File: src/rtl/branch_resolve_unit.sv
// Odd-pipe branch resolver: accepts one decoded branch per handshake, registers the outcome, redirects fetch and holds flush.
// Optional macro BRANCH_HALFWORD_EN adds BRHZ/BRHNZ decoding.
module branch_resolve_unit #(
   parameter int ADDR_W       = 7,
   parameter int DATA_W       = 128,
   parameter int PREF_SLOT    = 3,
   parameter int FLUSH_CYCLES = 2
) (
   input  logic              clk,
   input  logic              reset,
   input  logic              in_valid,
   output logic              in_ready,
   input  logic [31:0]       inst_in_odd,
   input  logic              op_9_odd,
   input  logic              branch_number,
   input  logic [ADDR_W-1:0] pc_in,
   input  logic [DATA_W-1:0] ra_data_odd,
   input  logic [ADDR_W-1:0] addr_inst_ip,
   output logic              branch_taken,
   output logic              unit_reset,
   output logic [ADDR_W-1:0] op_addr,
   output logic              res_valid,
   output logic              flush,
   output logic              busy
);

   localparam int CNT_W = (FLUSH_CYCLES > 2) ? $clog2(FLUSH_CYCLES) : 1;

   localparam logic [8:0] OP_BR    = 9'h064;
   localparam logic [8:0] OP_BRA   = 9'h060;
   localparam logic [8:0] OP_BRZ   = 9'h040;
   localparam logic [8:0] OP_BRNZ  = 9'h042;
`ifdef BRANCH_HALFWORD_EN
   localparam logic [8:0] OP_BRHZ  = 9'h044;
   localparam logic [8:0] OP_BRHNZ = 9'h046;
`endif

   typedef enum logic [1:0] {IDLE, RESOLVE, FLUSH} state_t;

   state_t             state_q, state_d;
   logic [8:0]         op_q, op_d;
   logic [15:0]        i16_q, i16_d;
   logic               op9_q, op9_d;
   logic               bnum_q, bnum_d;
   logic [ADDR_W-1:0]  pc_q, pc_d;
   logic [31:0]        cond_q, cond_d;
   logic               res_valid_q, res_valid_d;
   logic               taken_q, taken_d;
   logic               ureset_q, ureset_d;
   logic [ADDR_W-1:0]  target_q, target_d;
   logic [CNT_W-1:0]   cnt_q, cnt_d;
   logic               flush_q, flush_d;

   logic               taken;
   logic [ADDR_W-1:0]  target;
   logic [ADDR_W-1:0]  imm;
   logic [ADDR_W-1:0]  rel;
   logic               unused_bits;

   // RT field and the non-preferred slots of RA play no part in branch resolution.
   assign unused_bits = ^{inst_in_odd[6:0], ra_data_odd};

   assign imm = ADDR_W'($signed(i16_q));
   assign rel = pc_q + imm;

   always_comb begin
      taken  = 1'b0;
      target = rel;
      if (op9_q) begin
         case (op_q)
            OP_BRA: begin
               taken  = 1'b1;
               target = imm;
            end
            OP_BR:    taken = 1'b1;
            OP_BRZ:   taken = (cond_q == 32'd0);
            OP_BRNZ:  taken = (cond_q != 32'd0);
`ifdef BRANCH_HALFWORD_EN
            OP_BRHZ:  taken = (cond_q[15:0] == 16'd0);
            OP_BRHNZ: taken = (cond_q[15:0] != 16'd0);
`endif
            default:  taken = 1'b0;
         endcase
      end
   end

   always_comb begin
      state_d     = state_q;
      op_d        = op_q;
      i16_d       = i16_q;
      op9_d       = op9_q;
      bnum_d      = bnum_q;
      pc_d        = pc_q;
      cond_d      = cond_q;
      res_valid_d = 1'b0;
      taken_d     = 1'b0;
      ureset_d    = 1'b0;
      target_d    = target_q;
      cnt_d       = cnt_q;
      flush_d     = (state_q == FLUSH);
      case (state_q)
         IDLE: begin
            if (in_valid) begin
               op_d    = inst_in_odd[31:23];
               i16_d   = inst_in_odd[22:7];
               op9_d   = op_9_odd;
               bnum_d  = branch_number;
               pc_d    = pc_in;
               cond_d  = ra_data_odd[32*PREF_SLOT +: 32];
               state_d = RESOLVE;
            end
         end
         RESOLVE: begin
            res_valid_d = 1'b1;
            taken_d     = taken;
            ureset_d    = taken & ~bnum_q;
            target_d    = target;
            if (taken && (FLUSH_CYCLES > 0)) begin
               state_d = FLUSH;
               cnt_d   = CNT_W'(FLUSH_CYCLES - 1);
            end else begin
               state_d = IDLE;
            end
         end
         FLUSH: begin
            if (cnt_q == '0) begin
               state_d = IDLE;
            end else begin
               cnt_d = cnt_q - CNT_W'(1);
            end
         end
         default: state_d = IDLE;
      endcase
   end

   always_ff @(posedge clk) begin
      if (reset) begin
         state_q     <= IDLE;
         op_q        <= '0;
         i16_q       <= '0;
         op9_q       <= 1'b0;
         bnum_q      <= 1'b0;
         pc_q        <= '0;
         cond_q      <= '0;
         res_valid_q <= 1'b0;
         taken_q     <= 1'b0;
         ureset_q    <= 1'b0;
         target_q    <= '0;
         cnt_q       <= '0;
         flush_q     <= 1'b0;
      end else begin
         state_q     <= state_d;
         op_q        <= op_d;
         i16_q       <= i16_d;
         op9_q       <= op9_d;
         bnum_q      <= bnum_d;
         pc_q        <= pc_d;
         cond_q      <= cond_d;
         res_valid_q <= res_valid_d;
         taken_q     <= taken_d;
         ureset_q    <= ureset_d;
         target_q    <= target_d;
         cnt_q       <= cnt_d;
         flush_q     <= flush_d;
      end
   end

   // Flush is delayed one cycle from the FLUSH state so it starts right after the taken pulse.
   assign in_ready     = ~reset & (state_q == IDLE);
   assign busy         = (state_q != IDLE);
   assign res_valid    = res_valid_q;
   assign branch_taken = taken_q;
   assign unit_reset   = ureset_q;
   assign flush        = flush_q;
   assign op_addr      = reset ? '0 : (taken_q ? target_q : addr_inst_ip);

endmodule
File: config.mk
export PLATFORM = sky130hd
export DESIGN_NAME = branch_resolve_unit
export DESIGN_NICKNAME = d
export VERILOG_FILES = /design/src/rtl/branch_resolve_unit.sv
export SDC_FILE = /design/constraint.sdc
export NUM_CORES = 1
export LEC_CHECK = 0
export ABC_AREA = 1
export ABC_CLOCK_PERIOD_IN_PS = 4550
export CELL_PAD_IN_SITES_DETAIL_PLACEMENT = 0
export CELL_PAD_IN_SITES_GLOBAL_PLACEMENT = 1
export CORE_ASPECT_RATIO = 0.7
export CORE_MARGIN = 8
export CORE_UTILIZATION = 27
export DETAILED_ROUTE_END_ITERATION = 6
export GPL_ROUTABILITY_DRIVEN = 0
export HOLD_SLACK_MARGIN = 0.03
export PLACE_DENSITY = 0.95
export SLEW_MARGIN = 0
export SYNTH_ARGS = -nofsm -noshare
export SYNTH_HDL_FRONTEND = slang
export SYNTH_SLANG_ARGS = --single-unit
File: constraint.sdc
create_clock -name clk -period 4.55 [get_ports clk]
set_clock_uncertainty 0.15 [all_clocks]
set_input_delay 1.365 -clock clk [delete_from_list [all_inputs] [get_ports clk]]
set_output_delay 1.365 -clock clk [all_outputs]
set_load 0.01 [all_outputs]
==> metrics.csv <==
stage,metric,value,unit
cts,post_cts_buffers,0,
placed_design,hpwl,6220,µm
pwr,power,1.65,mW
synthesis,synthesis.area,3170,µm²
timing,fmax,234,MHz
final_layout,multi_input_area,1480,µm²
cts,clk_latency,0.33,ns
setup_path,r2r_setup_slack,2.74,ns
cts,clk_path_buf_depth,2,
setup_path,critPathBufInv,3,
global_routing,grtUsageTotal,0.108,
route,wirelength,8220,µm
route,drt_iter0_drc,93,
flow_run,maxCapViolations,0,
cts,numClockSinks,71,
final_layout,final_common_cell,nor2_1,
global_routing,grt_pass1_wl,13600,µm
cts,cts_resized,0,
floorplan,core_area,11600,µm²
floorplan,die_w,145,µm
synthesis,synth_ff_type,dfxtp_1,
global_routing,grt_overflow,0,
synthesis,syn_avg_cell_area,7.01,µm²
route,dr.pass1.iters,4,
floorplan,fp.dieArea,15500,µm²
cts,cts-htree-levels,3,
route,num_vias,2963,
setup_path,crit_path_end,op_addr[1],
timing,worstMarginPinSlew,0.811,ns
timing,finalHoldViolations,0,
setup_path,start_kind,input port,
timing,maxSlewHeadroom,0.459,
final_layout,antenna_cells,0,
pwr,power_density,377,nW/µm²
synthesis,yosysUniqueCellTypes,24,
setup_path,rr_worst_depth,6,
synthesis,syn-num-nets,638,
setup_path,timing.rr.end,unit_reset,
global_routing,grt_pass1_vias,2782,
synthesis,ys_seq_elements,71,
route,ant_nets,0,
setup_path,cp_slowest_cell,clkdlybuf4s50_1,
route,avgRoutedWirePerCell,12.0,µm
setup_path,arrival,2.76,ns
synthesis,ys_async_sr_fraction,0,
final_layout,area_delta_synth_final,37.8,%
cts,root_buffer,clkbuf_16,
final_layout,regArea,1420,µm²
pwr,ir_worst_vdd,174,µV
timing,period_needed,4.28,ns
pwr,p_leak,1.87,nW
setup_path,required,3.03,ns
floorplan,start_util,0.274,
final_layout,nFillCells,1201,
synthesis,synth-edff-count,0,
route,drc_errors,0,
setup_path,worst-setup-path-type,input port to output pin,
floorplan,io_pins,192,
cts,numCtsBuffers,9,
final_layout,nets,710,
timing,setup_violations,0,
cts,cts_tree,done,
cts,path_clk_slew,0.05,ns
timing,slew_viol_final,0,
setup_path,cp-end-kind,output pin,
cts,cts-hold-fix-buffers,0,
floorplan,chipHeight,107,µm
setup_path,critical-path-top-delay-family,buffers and inverters,
setup_path,crit_fanout,9,
floorplan,num_rows,33,
final_layout,drive_above_1_share,0.0491,
global_routing,antenna_found_initial,0,
status,status,finished clean,
setup_path,cpMostUsedCell,clkdlybuf4s50_1,
route,vias_per_cell,4.32,
final_layout,mostFrequentLayoutCells,"nor2_1, clkdlybuf4s50_1, dfxtp_1, o21ai_0, nand2_1",
setup_path,crit_cells,5,
setup_path,critical_path.startpoint,reset,
synthesis,yosys_warnings,0,
setup_path,max_stage_delay,0.56,ns
timing,rsz0062_at_grt,false,
synthesis,ys_seq_area_frac,0.448,
placed_design,port_buffers,79,
hold_path,hp-class,register to register,
timing,final.period_utilization,0.940,
setup_path,reg2reg_from,state_q[0],
synthesis,netlist_instances,452,
timing,finalSetupTns,0,ns
setup_path,path_cells,clkdlybuf4s50_1 -> inv_2 -> o21ai_0 -> a21oi_1 -> clkdlybuf4s50_1,
global_routing,grt_max_degree,69,
[sequential cells by signal (all words and copies together), names as in the netlist]
signal and flops:
cnt_q 1, unit_reset 1, cond_q 32, flush 1, op9_q 1, res_valid 1
i16_q 7, pc_q 7, state_q 2, bnum_q 1, branch_taken 1, op_q 9
target_q 7
[power by group]
part / internal [mW] / leakage (nW) / total [mW] / switching (mW)
Combinational: 0.116 / 1.13 / 0.234 / 0.118
Sequential: 0.667 / 0.587 / 0.695 / 0.0278
Clock: 0.469 / 0.149 / 0.718 / 0.249
Total: 1.25 / 1.87 / 1.65 / 0.395
[per-stage QoR]
step                instances  hold WS [ns]   util  setup slack (ns)  instance area [µm²]
global route              686         0.353  0.378             0.147                 4370
floorplan                 452         0.243      -             0.917                 3170
CTS                       686         0.305  0.378             0.259                 4370
finish                    686         0.302  0.378             0.275                 4370
detailed placement        670         0.296  0.351             0.264                 4060
global placement          670         0.286  0.351             0.317                 4060
[cells by family (layout without fill, tap and decap cells)]
kind of cell,count (synthesis),after routing,share of synthesized area
AOI/OAI and AO/OA,88,88,0.141
and+or+nand+nor,228,228,0.293
buffers and inverters,57,134,0.0841
xor gates and xnor gates,1,1,0.00276
adders and majority gates,7,7,0.0300
DFF,71,71,0.448
[cell usage after synthesis (2+ instances only)]
cell	count	share of area
a21oi_1	18	0.028
nand2_1	57	0.068
nor3_1	3	0.0047
o211ai_1	3	0.0071
dfxtp_1	71	0.45
ha_1	6	0.024
nor2_1	143	0.17
buf_6	5	0.018
clkbuf_1	9	0.011
o21ai_1	4	0.0063
nand4_1	5	0.0099
o21ai_0	63	0.099
buf_2	8	0.013
nand3_1	15	0.024
inv_2	2	0.0024
inv_1	32	0.038
[worst reg2reg max path: cells and delay by family, from the launching register on]
kind,cells,cell delay [ns]
buffers and inverters,2,0.29
AND/OR/NAND/NOR,4,0.97
flip-flops,1,0.34
[worst min path at each step]
| stage | from | end | slack (ns) | depth (start not counted) |
|---|---|---|---|---|
| 4_1_cts | cnt_q | state_q[1] | 0.30 | 2 |
| 3_3_place_gp | cnt_q | state_q[1] | 0.29 | 2 |
| 5_1_grt | cond_q[22] | cond_q[22] | 0.35 | 2 |
| 2_1_floorplan | bnum_q | unit_reset | 0.24 | 1 |
| 3_5_place_dp | cnt_q | state_q[1] | 0.30 | 2 |
| 6_report | cnt_q | state_q[1] | 0.30 | 2 |
[per-layer routing]
layer	global-route usage	up-vias	wire length [µm]
li1	-	1586	-
met1	0.138	1309	4140
met2	0.165	60	3490
met3	0.0429	8	476
met4	0.0377	0	112
met5	0	-	0
[area by class of cell]
cell class              instances  share of cell area
repair buffers                 83               0.188
multi-input cells             324               0.339
inverters                      35              0.0312
clock inverters                 2             0.00859
flip-flops and latches         71               0.325
clock buffers                  14              0.0627
well taps                     157              0.0450
Note: power is estimated with default switching activity, not from simulation.
==> RTL change (same flow settings) <==
Make the reset (`reset`) asynchronous in one clocked block.
--- a/src/rtl/branch_resolve_unit.sv
+++ b/src/rtl/branch_resolve_unit.sv
@@ -133,7 +133,7 @@
       endcase
    end
 
-   always_ff @(posedge clk) begin
+   always_ff @(posedge clk or posedge reset) begin
       if (reset) begin
          state_q     <= IDLE;
          op_q        <= '0;
Check against the original RTL: differs if reset is asserted again (counterexample within 4 cycles, from zero or initial values and one cycle with reset high); with reset held inactive, the same outputs for 10 cycles.
==> RTL change against the unedited design <==
  * Setup slack improved by 0.027 ns
  * Wire length decreased by 2.0%
  * Power increased by 11%
  * Area after synthesis increased by 2.6%
  * Largest cell class is now sequential cells
  * Critical endpoint is now op_addr[3]
  * Sequential cell count unchanged
  * Die area increased by 2.3%
  * Cell area increased by 3.3%
  * Fmax increased by 0.63%
==> RTL change: results <==
[synth]
xor_xnor_portion_of_the_synthesized_cell_area = 0.00808
netlist-cell-type-count = 25
dominantRegCellSynth = "sky130_fd_sc_hd__dfrtp_1"
netlist_top_cells_count = "205 x sky130_fd_sc_hd__nand2_1, 71 x sky130_fd_sc_hd__dfrtp_1, 47 x sky130_fd_sc_hd__nor2_1"
synth_fa_ha_area_frac = 0.0292
synth_compound_area_frac = 0.0431
synth_sequential_area_ratio = 0.546
synth_fp_nets = 599
ys_async_sr_fraction = 1.00

[setup_path]
worst_r2r_path_depth = 10
reg_to_reg_endpoint = "target_q[6]"
worst_path_arrival_ns = 2.73
reg2reg_from = "i16_q[0]"
crit_path_end = "op_addr[3]"
r2r_slack_ns = 2.51

[finish]
layout.nets = 679
fillCellCount = 1203
layout.cells.most_common = "sky130_fd_sc_hd__nand2_1"

[clocking]
clock-root-buffer = "sky130_fd_sc_hd__clkbuf_16"
cts_setup_buffers = 0

[global_routing]
first_global_vias = 2948
global_route_met2_utilization = 0.171
maximum_number_of_pins_on_one_net_before_global_route_repair = 72
groute.layer.met1.usage = 0.129
grtUsageMet3 = 0.0424
global_route_wire_length_before_repair_mm = 13.6

[drt]
detail_route.wl_per_cell_um = 12.3
met2_wl_post_dr_mm = 3.58
highest_layer = "met4"
detailedRoute.firstIterationViolations = 154
detailroute.wirelength.met3_um = 482
met1Wirelength_mm = 3.90
post_drt_via_cell_ratio = 4.23

[timing]
max_slew_headroom_at_the_worst_pin = 0.354

[power_and_ir_drop]
power.share.switching = 0.264
peakVddDrop_mv = 0.168

[min_path]
hp-class = "register to register"
timing.hold.worst.start = "bnum_q"
min_path_cells = 1

[run_status]
run_status = "finished clean"

[place]
dpl.hpwl_mm = 5.79
==> RTL change: changes by cell type after synthesis, moves of 3 or more <==
cell                       delta
sky130_fd_sc_hd__nand2_1    +148
sky130_fd_sc_hd__nor2_1      -96
sky130_fd_sc_hd__dfrtp_1     +71
sky130_fd_sc_hd__dfxtp_1     -71
sky130_fd_sc_hd__o21ai_0     -46
sky130_fd_sc_hd__a21oi_1     -13
sky130_fd_sc_hd__inv_1       -12
sky130_fd_sc_hd__clkbuf_1     -6
sky130_fd_sc_hd__nand3_1      -6
sky130_fd_sc_hd__nand4_1      -5
sky130_fd_sc_hd__buf_6        -4
sky130_fd_sc_hd__o21ai_1      -4
sky130_fd_sc_hd__nand2_2      +3
==> RTL change: power by group through the flow <==
stage | clock (mW) | combinational [mW] | sequential (mW)
floorplan | 0 | 0.202 | 0.779
global placement | 0 | 0.304 | 0.792
detailed placement | 0 | 0.316 | 0.796
CTS | 0.760 | 0.318 | 0.786
global route | 0.785 | 0.360 | 0.799
finish | 0.740 | 0.311 | 0.785
==> RTL change: critical path, delay by kind of cell <==
family          cells  cell delay, ns
simple gates        1            0.10
buf+inv             3            1.16
compound gates      1            0.10
==> RTL change: through the flow <==
step	util	cell area [µm²]	worst slack, ns	hold WS (ns)	std cells
after CTS	0.385	4510	0.282	0.283	655
final	0.385	4510	0.301	0.282	655
after global placement	0.358	4200	0.308	0.266	639
after global routing	0.385	4510	0.213	0.314	655
after detailed placement	0.358	4200	0.289	0.274	639
after floorplan	-	3260	0.298	0.254	413
==> RTL change: cell type report <==
class / count / share of cell area
flip-flops and latches: 71 / 0.394
multi-input cells: 308 / 0.295
repair buffers: 81 / 0.179
clock buffers: 10 / 0.0507
well taps: 157 / 0.0435
inverters: 22 / 0.0191
clock inverters: 6 / 0.0189
